File: src/rtl/pipe_skid_reg.sv
// pipe_skid_reg: registered pipeline stage with skid buffer, flush and optional stall counter
//   clk        rising-edge clock
//   rst        asynchronous active-low reset
//   flush      synchronous flush to an empty stage (bubble)
//   in_*       upstream valid/ready/data
//   out_*      downstream valid/ready/data
//   stall_cnt  saturating count of out_valid & !out_ready cycles;
//              present only with macro PIPE_SKID_STALL_CNT_EN, otherwise tied to 0
module pipe_skid_reg #(
    parameter int                 DATA_W    = 64,
    parameter logic [DATA_W-1:0]  RESET_VAL = DATA_W'(0),
    parameter int                 CNT_W     = 32
) (
    input  logic              clk,
    input  logic              rst,
    input  logic              flush,
    input  logic              in_valid,
    output logic              in_ready,
    input  logic [DATA_W-1:0] in_data,
    output logic              out_valid,
    input  logic              out_ready,
    output logic [DATA_W-1:0] out_data,
    output logic [CNT_W-1:0]  stall_cnt
);
    localparam logic [1:0] EMPTY = 2'd0;
    localparam logic [1:0] ONE   = 2'd1;
    localparam logic [1:0] TWO   = 2'd2;

    logic [1:0]        state_q, state_d;
    logic [DATA_W-1:0] main_q, main_d;
    logic [DATA_W-1:0] skid_q, skid_d;
    logic              in_xfer, out_xfer;

    // Handshake outputs come straight from the state register, so there is
    // no combinational path from out_ready to in_ready.
    assign out_valid = state_q != EMPTY;
    assign in_ready  = state_q != TWO;
    assign out_data  = main_q;
    assign in_xfer   = in_valid & in_ready;
    assign out_xfer  = out_valid & out_ready;

    always_comb begin
        state_d = state_q;
        main_d  = main_q;
        skid_d  = skid_q;
        if (flush) begin
            state_d = EMPTY;
            main_d  = RESET_VAL;
            skid_d  = RESET_VAL;
        end else begin
            case (state_q)
                EMPTY: begin
                    if (in_xfer) begin
                        main_d  = in_data;
                        state_d = ONE;
                    end
                end
                ONE: begin
                    if (in_xfer && out_xfer) begin
                        main_d = in_data;
                    end else if (in_xfer) begin
                        skid_d  = in_data;
                        state_d = TWO;
                    end else if (out_xfer) begin
                        main_d  = RESET_VAL;
                        state_d = EMPTY;
                    end
                end
                TWO: begin
                    if (out_xfer) begin
                        main_d  = skid_q;
                        skid_d  = RESET_VAL;
                        state_d = ONE;
                    end
                end
                // Unreachable encoding: fall back to an empty stage.
                default: begin
                    state_d = EMPTY;
                    main_d  = RESET_VAL;
                    skid_d  = RESET_VAL;
                end
            endcase
        end
    end

    always_ff @(posedge clk or negedge rst) begin
        if (!rst) begin
            state_q <= EMPTY;
            main_q  <= RESET_VAL;
            skid_q  <= RESET_VAL;
        end else begin
            state_q <= state_d;
            main_q  <= main_d;
            skid_q  <= skid_d;
        end
    end

`ifdef PIPE_SKID_STALL_CNT_EN
    logic [CNT_W-1:0] stall_cnt_q, stall_cnt_d;

    // Saturates at all-ones; flush deliberately leaves it untouched.
    always_comb begin
        stall_cnt_d = (out_valid && !out_ready && !(&stall_cnt_q)) ? stall_cnt_q + CNT_W'(1) : stall_cnt_q;
    end

    always_ff @(posedge clk or negedge rst) begin
        if (!rst) begin
            stall_cnt_q <= '0;
        end else begin
            stall_cnt_q <= stall_cnt_d;
        end
    end

    assign stall_cnt = stall_cnt_q;
`else
    assign stall_cnt = '0;
`endif

endmodule

File: config.mk
export PLATFORM = sky130hd
export DESIGN_NAME = pipe_skid_reg
export DESIGN_NICKNAME = d
export VERILOG_FILES = /design/src/rtl/pipe_skid_reg.sv
export SDC_FILE = /design/constraint.sdc
export NUM_CORES = 1
export LEC_CHECK = 0
export CORE_MARGIN = 2
export CORE_UTILIZATION = 40
export CTS_CLUSTER_SIZE = 14
export DETAILED_ROUTE_END_ITERATION = 6
export PLACE_DENSITY_LB_ADDON = 0.05
export REMOVE_ABC_BUFFERS = 1
export SYNTH_ARGS = -nofsm -noshare
export SYNTH_HDL_FRONTEND = slang
export SYNTH_SLANG_ARGS = --single-unit
File: constraint.sdc
create_clock -name clk -period 1.8 [get_ports clk]
set_input_delay 0.36 -clock clk [delete_from_list [all_inputs] [get_ports clk]]
set_output_delay 0.36 -clock clk [all_outputs]
set_load 0.01 [all_outputs]
==> impl_metrics.csv, run 1 <==
group,metric,value,unit
placed_design,portBuffers,134,
synth,yosys.area_share.simple,5.015,%
power,p_sw,2182,uW
worst_setup_path,crit_path_max_fanout,2,
timing,skew,0.006982,ns
worst_setup_path,path_class,"flip-flop to output pin",
power,irDropWorstVdd,0.6280,mV
grt,use_met3,4.489,%
routing,postRouteAntennaNets,0,
clocking,cts_root_buffer,"clkbuf_16",
grt,grt_pass1_wl,27.52,mm
synth,ys_seq_area_share,47.24,%
clocking,ctsHtreeMaxLevel,4,
synth,synth-xor-area-share,0,%
grt,grt.busiest_layer,"met2",
grt,grtUsageMet2,31.27,%
timing,slew_headroom,57.10,%
synth,synth-main-ff-cell,"dfrtp_1",
grt,track_usage,19.43,%
grt,use_met1,26.48,%
timing,period_share,96.30,%
worst_setup_path,worstPathRequired,1.44,ns
die,chipWidth,135.2,um
timing,hold_viol_final,0,
worst_setup_path,worstPathCellList,"clkdlybuf4s50_1",
power,seqPwrFrac,37.0,%
placed_design,place_congestion,0.7329,
power,power.density,954.0,nW/um^2
layout,multiInputGateArea,2937,um^2
grt,grt_pass1_vias,5074,
die,io_pins,167,
synth,postSynthAreaPerCell,11.14,um^2
clocking,cts_tree,"built",
worst_setup_path,crit_buf_inv,1,
worst_setup_path,crit_slowest_cell,"clkdlybuf4s50_1",
layout,area_growth,33.47,%
synth,synthAdderAreaFrac,0,%
clocking,cts_sinks,130,
layout,finish.instance_area,9191,um^2
synth,synthCells,618,
worst_setup_path,arrival,1.37,ns
synth,yosysTopAreaCellShare,47.24,%
power,p_int,6587,uW
timing,tns,0,ns
synth,ys_ff_latch,130,
timing,max_freq,576.9,MHz
synth,yosys_warnings,0,
synth,synthMuxAreaShare,18.75,%
synth,synth_top_area_cell,"dfrtp_1",
status,status,"completed",
grt,grt_max_degree,55,
layout,layout-drive-gt1-share,9.648,%
synth,ys_top_cells_by_area,"dfrtp_1, mux2i_1, a22o_1",
layout,fillers,1429,
placed_design,dpl-instance-area,8463,um^2
worst_setup_path,cp-end-kind,"output pin",
die,dieArea,18280,um^2
routing,num_vias,4999,
layout,seq_area,3258,um^2
synth,synth-compound-area-share,16.93,%
clocking,clock_path_buffers,2,
placed_design,hpwl,10.95,mm
worst_setup_path,crit_family,"buffers and inverters",
synth,synth_area,6887,um^2
die,initial_core_util,41.23,%
synth,synth-edff-count,0,
grt,grt_remaining_overflow,0,
timing,rsz0062_at_grt,"no",
power,swShare,24.89,%
layout,mostFrequentLayoutCells,"clkdlybuf4s50_1, mux2i_1, dfrtp_1",
synth,synth_top_family_by_area,"multiplexers",
power,p_leak,0.003916,uW
routing,first_pass_iters,5,
worst_setup_path,critPathLaunchType,"flip-flop",
synth,synth_async_sr_flop_share,100.0,%
worst_setup_path,slowest_delay,0.56,ns
layout,insertedDiodeCount,0,
routing,drc,0,
routing,drt-initial-drc-count,390,
clocking,cts_buffers,17,
routing,routedWlPerCell,17.37,um
timing,slew_violations,0,
run,max_cap_violations,0,
routing,routed_wl,17.14,mm
timing,worst_slew_pin_slew,0.6435,ns
grt,grt_antenna_before_repair,0,
routing,vias_per_cell,5.065,
power,p_clk_share,46.2,%
die,core_area,16700,um^2
die,die_h,135.2,um
die,row_count,47,
power,combPwrFrac,16.8,%
clocking,clk_pin_slew,0.06,ns
layout,final_common_cell,"clkdlybuf4s50_1",
timing,period_needed,1.733,ns
synth,yosysUniqueCellTypes,24,
clocking,clock_latency,0.42,ns
layout,final_nets,823,
min_path,holdCritPathClass,"input port to async pin",
timing,setup_viol,0,
-- worst reg2reg max path: cells and delay by family, from the launching register on --
| kind | cells | cell delay, ns |
|---|---|---|
| and+or+nand+nor | 1 | 0.22 |
| AOI/OAI and AO/OA | 2 | 0.33 |
| buffers and inverters | 3 | 0.59 |
| DFF | 1 | 0.51 |
-- registers in the layout (all words and copies together), names as in the netlist --
name / cells
skid_q: 64
out_data: 64
state_q: 2
-- metrics by stage --
stage	total power, uW	util, %	instances	hold slack, ns	worst slack (ns)
finish	8769	55.03	987	0.4804	0.06666
floorplan	3945	-	568	0.06441	-2.672
CTS	8850	54.88	983	0.4959	-0.08301
global route	9143	55.03	987	0.5141	0.02063
global placement	4745	50.67	950	0.3679	-0.1780
detailed placement	4767	50.67	950	0.3769	-0.2032
-- cell usage after synthesis, types with 2 or more instances --
master,n
a22o_1,65
buf_2,19
buf_4,43
buf_6,13
clkbuf_1,6
dfrtp_1,130
inv_1,64
mux2i_1,129
nand2_1,66
nor2_1,5
nor2b_1,2
o2bb2ai_1,64
-- what timing repair did --
action                     CTS  global route
resized for setup            2             2
buffers inserted             0             4
setup endpoints to repair    2             1
hold endpoints to repair    50             0
hold buffers                 1             0
-- final cells by class --
type	count	share of cell area (%)
timing repair buffer	167	19.44
clock inverter	12	2.478
clock buffer	20	5.078
tap	220	2.995
multi-input combinational	374	31.95
inverter	64	2.614
sequential	130	35.45
-- power groups by stage --
| stage | combinational [uW] | sequential (uW) | clock, uW |
|---|---|---|---|
| detailed placement | 1470 | 3290 | 0 |
| CTS | 1480 | 3250 | 4120 |
| global route | 1600 | 3270 | 4270 |
| global placement | 1460 | 3290 | 0 |
| finish | 1470 | 3240 | 4050 |
| floorplan | 584 | 3360 | 0 |
-- cell families (layout without fill, tap and decap cells) --
kind of cell,count (synthesis),after routing
AOI/OAI and AO/OA,133,133
buffers and inverters,145,263
DFF,130,130
muxes,129,129
other,1,32
and+or+nand+nor,80,80
-- path summary, 6_finish.rpt --
kind                         startpoint      endpoint  slack [ns]  cells past startpoint
setup reg to reg             state_q[1]  out_data[14]        0.11                      6
max in group asynchronous           rst  out_data[28]        0.69                      3
setup / recovery           out_data[59]  out_data[59]        0.07                      1
hold reg to reg            out_data[45]  out_data[45]        0.50                      1
min in group clk           out_data[45]  out_data[45]        0.50                      1
hold / removal                      rst  out_data[42]        0.48                      2
-- layer usage --
metal / vias up / share of wire (%)
met5: - / 0
met4: 0 / 0.75
met3: 11 / 4.7
met2: 134 / 48
met1: 2462 / 46
li1: 2392 / -
Note: power is estimated with default switching activity, not from simulation.
==> run 2, diff against run 1 <==
PLACE_DENSITY = 0.64   (was not set)
PLACE_DENSITY_LB_ADDON = not set   (was 0.05)
==> run 2 against run 1 <==
Effect of this change: worst hold slack got worse by 0.059 ns; setup slack improved by 0.025 ns; register-to-register slack better by 0.04 ns; cell count decreased by 0.20%; critical path depth rose by 1; power down 12%; clock skew barely moved; critical endpoint is now in_ready; sequential share of layout area up 0.81 points.
==> impl_metrics.csv, run 2 (same netlist as run 1, synthesis figures left out) <==
group,metric,value,unit
status,status,"completed",
layout,mostFrequentLayoutCells,"clkdlybuf4s50_1, mux2i_1, dfrtp_1",
timing,hold_viol_final,0,
layout,area_growth,30.49,%
routing,routedWlPerCell,16.70,um
layout,finish.utilization,53.81,%
routing,first_pass_iters,4,
worst_setup_path,arrival,1.35,ns
grt,grt_antenna_before_repair,0,
clocking,cts_root_buffer,"clkbuf_16",
power,power.density,860.6,nW/um^2
clocking,clock_path_buffers,2,
layout,layout-drive-gt1-share,9.020,%
timing,period_share,94.89,%
timing,rsz0062_at_grt,"no",
clocking,clock_latency,0.42,ns
grt,grt_pass1_wl,26.59,mm
routing,postRouteAntennaNets,0,
grt,track_usage,18.59,%
placed_design,portBuffers,134,
worst_setup_path,path_class,"flip-flop to output pin",
clocking,clk_pin_slew,0.06,ns
grt,grt_pass1_vias,5103,
grt,grt_remaining_overflow,0,
die,die_h,135.2,um
timing,slew_violations,0,
timing,period_needed,1.708,ns
grt,grt_max_degree,57,
power,seqPwrFrac,41.9,%
routing,drt-initial-drc-count,235,
timing,skew,0.007024,ns
layout,insertedDiodeCount,0,
clocking,ctsHtreeMaxLevel,4,
clocking,cts_tree,"built",
worst_setup_path,worstPathRequired,1.44,ns
clocking,cts_sinks,130,
min_path,holdCritPathClass,"input port to async pin",
power,p_int,5638,uW
routing,vias_per_cell,5.083,
placed_design,hpwl,10.78,mm
die,chipWidth,135.2,um
power,p_leak,0.003828,uW
power,swShare,27.09,%
worst_setup_path,critPathLaunchType,"flip-flop",
die,io_pins,167,
die,initial_core_util,41.23,%
die,dieArea,18280,um^2
timing,max_freq,585.5,MHz
routing,routed_wl,16.45,mm
power,p_sw,2095,uW
run,max_cap_violations,0,
layout,finish.instance_area,8986,um^2
placed_design,place_congestion,0.7887,
layout,final_nets,821,
die,core_area,16700,um^2
routing,num_vias,5007,
worst_setup_path,cp-end-kind,"output pin",
power,irDropWorstVdd,0.6786,mV
power,p_clk_share,39.3,%
layout,final_common_cell,"clkdlybuf4s50_1",
clocking,cts_buffers,17,
placed_design,dpl-instance-area,8451,um^2
worst_setup_path,crit_path_max_fanout,11,
power,combPwrFrac,18.8,%
die,row_count,47,
timing,setup_viol,0,
routing,drc,0,
[run 2: cell types whose count changed in the layout (fill, tap and decap cells not counted), sizes merged]
cell and delta:
bufinv -6, clkinv +5, buf -1, clkdlybuf4s15 +1, dlygate4sd2 -1
[run 2: final cells by class]
class / instances / area [um^2]
Clock buffer: 21 / 450.4
Clock inverter: 11 / 65.06
Fill cell: 1466 / 7715
Inverter: 64 / 240.2
Multi-Input combinational cell: 374 / 2937
Sequential cell: 130 / 3258
Tap cell: 220 / 275.3
Timing Repair Buffer: 165 / 1760
[run 2: worst max-delay path, stage by stage (launching register included)]
cell             delay (ns)
dfrtp_4                0.54
nand2b_1               0.12
clkdlybuf4s15_1        0.27
[run 2: path summary, 6_finish.rpt]
path / to / slack, ns / startpoint / cells past startpoint
min: skid_q[60] / 0.42 / rst / 2
min in group clk: out_data[27] / 0.50 / out_data[27] / 1
max: in_ready / 0.09 / state_q[1] / 2
max in group asynchronous: skid_q[40] / 0.74 / rst / 3
max reg2reg: out_data[18] / 0.15 / state_q[1] / 5
min reg2reg: out_data[27] / 0.50 / out_data[27] / 1
[run 2: routing by layer]
metal | global-route usage (%) | routed length, um | vias to the layer above
met3 | 4.901 | 939 | 10
met4 | 5.613 | 181 | 0
met2 | 29.89 | 7972 | 152
li1 | - | - | 2372
met5 | 0 | 0 | -
met1 | 24.75 | 7354 | 2473
[run 2: power by group through the flow]
stage	logic [uW]	clock network, uW	registers [uW]
after floorplan	584	0	3360
after global placement	1440	0	3290
after detailed placement	1460	0	3290
after CTS	1470	3130	3240
after global routing	1580	3270	3260
final	1450	3040	3240
[run 2: timing repair]
item | CTS | global route
endpoints found under the setup margin | 2 | 1
cloned | 0 | 0
setup buffers | 0 | 2
resized for setup | 5 | 1
endpoints found under the hold margin | 34 | 0
hold buffers | 1 | 0
[run 2: metrics by stage]
step	hold WS [ns]	setup TNS, ns	setup WS [ns]	total power [uW]	cells
final	0.4219	0	0.09207	7733	985
after global routing	0.4347	0	0.01600	8110	985
after CTS	0.4229	0	0.0008519	7835	983
after detailed placement	0.2960	-23.62	-0.2231	4749	950
after global placement	0.2940	-20.47	-0.1763	4726	950
after floorplan	0.06441	-334.99	-2.672	3945	568
==> run 3, diff against run 2 <==
GPL_ROUTABILITY_DRIVEN = 0   (was not set)
SLEW_MARGIN = 10   (was not set)
==> results of run 3 <==
The final DEF is identical to that of run 2; final timing and power are the same.
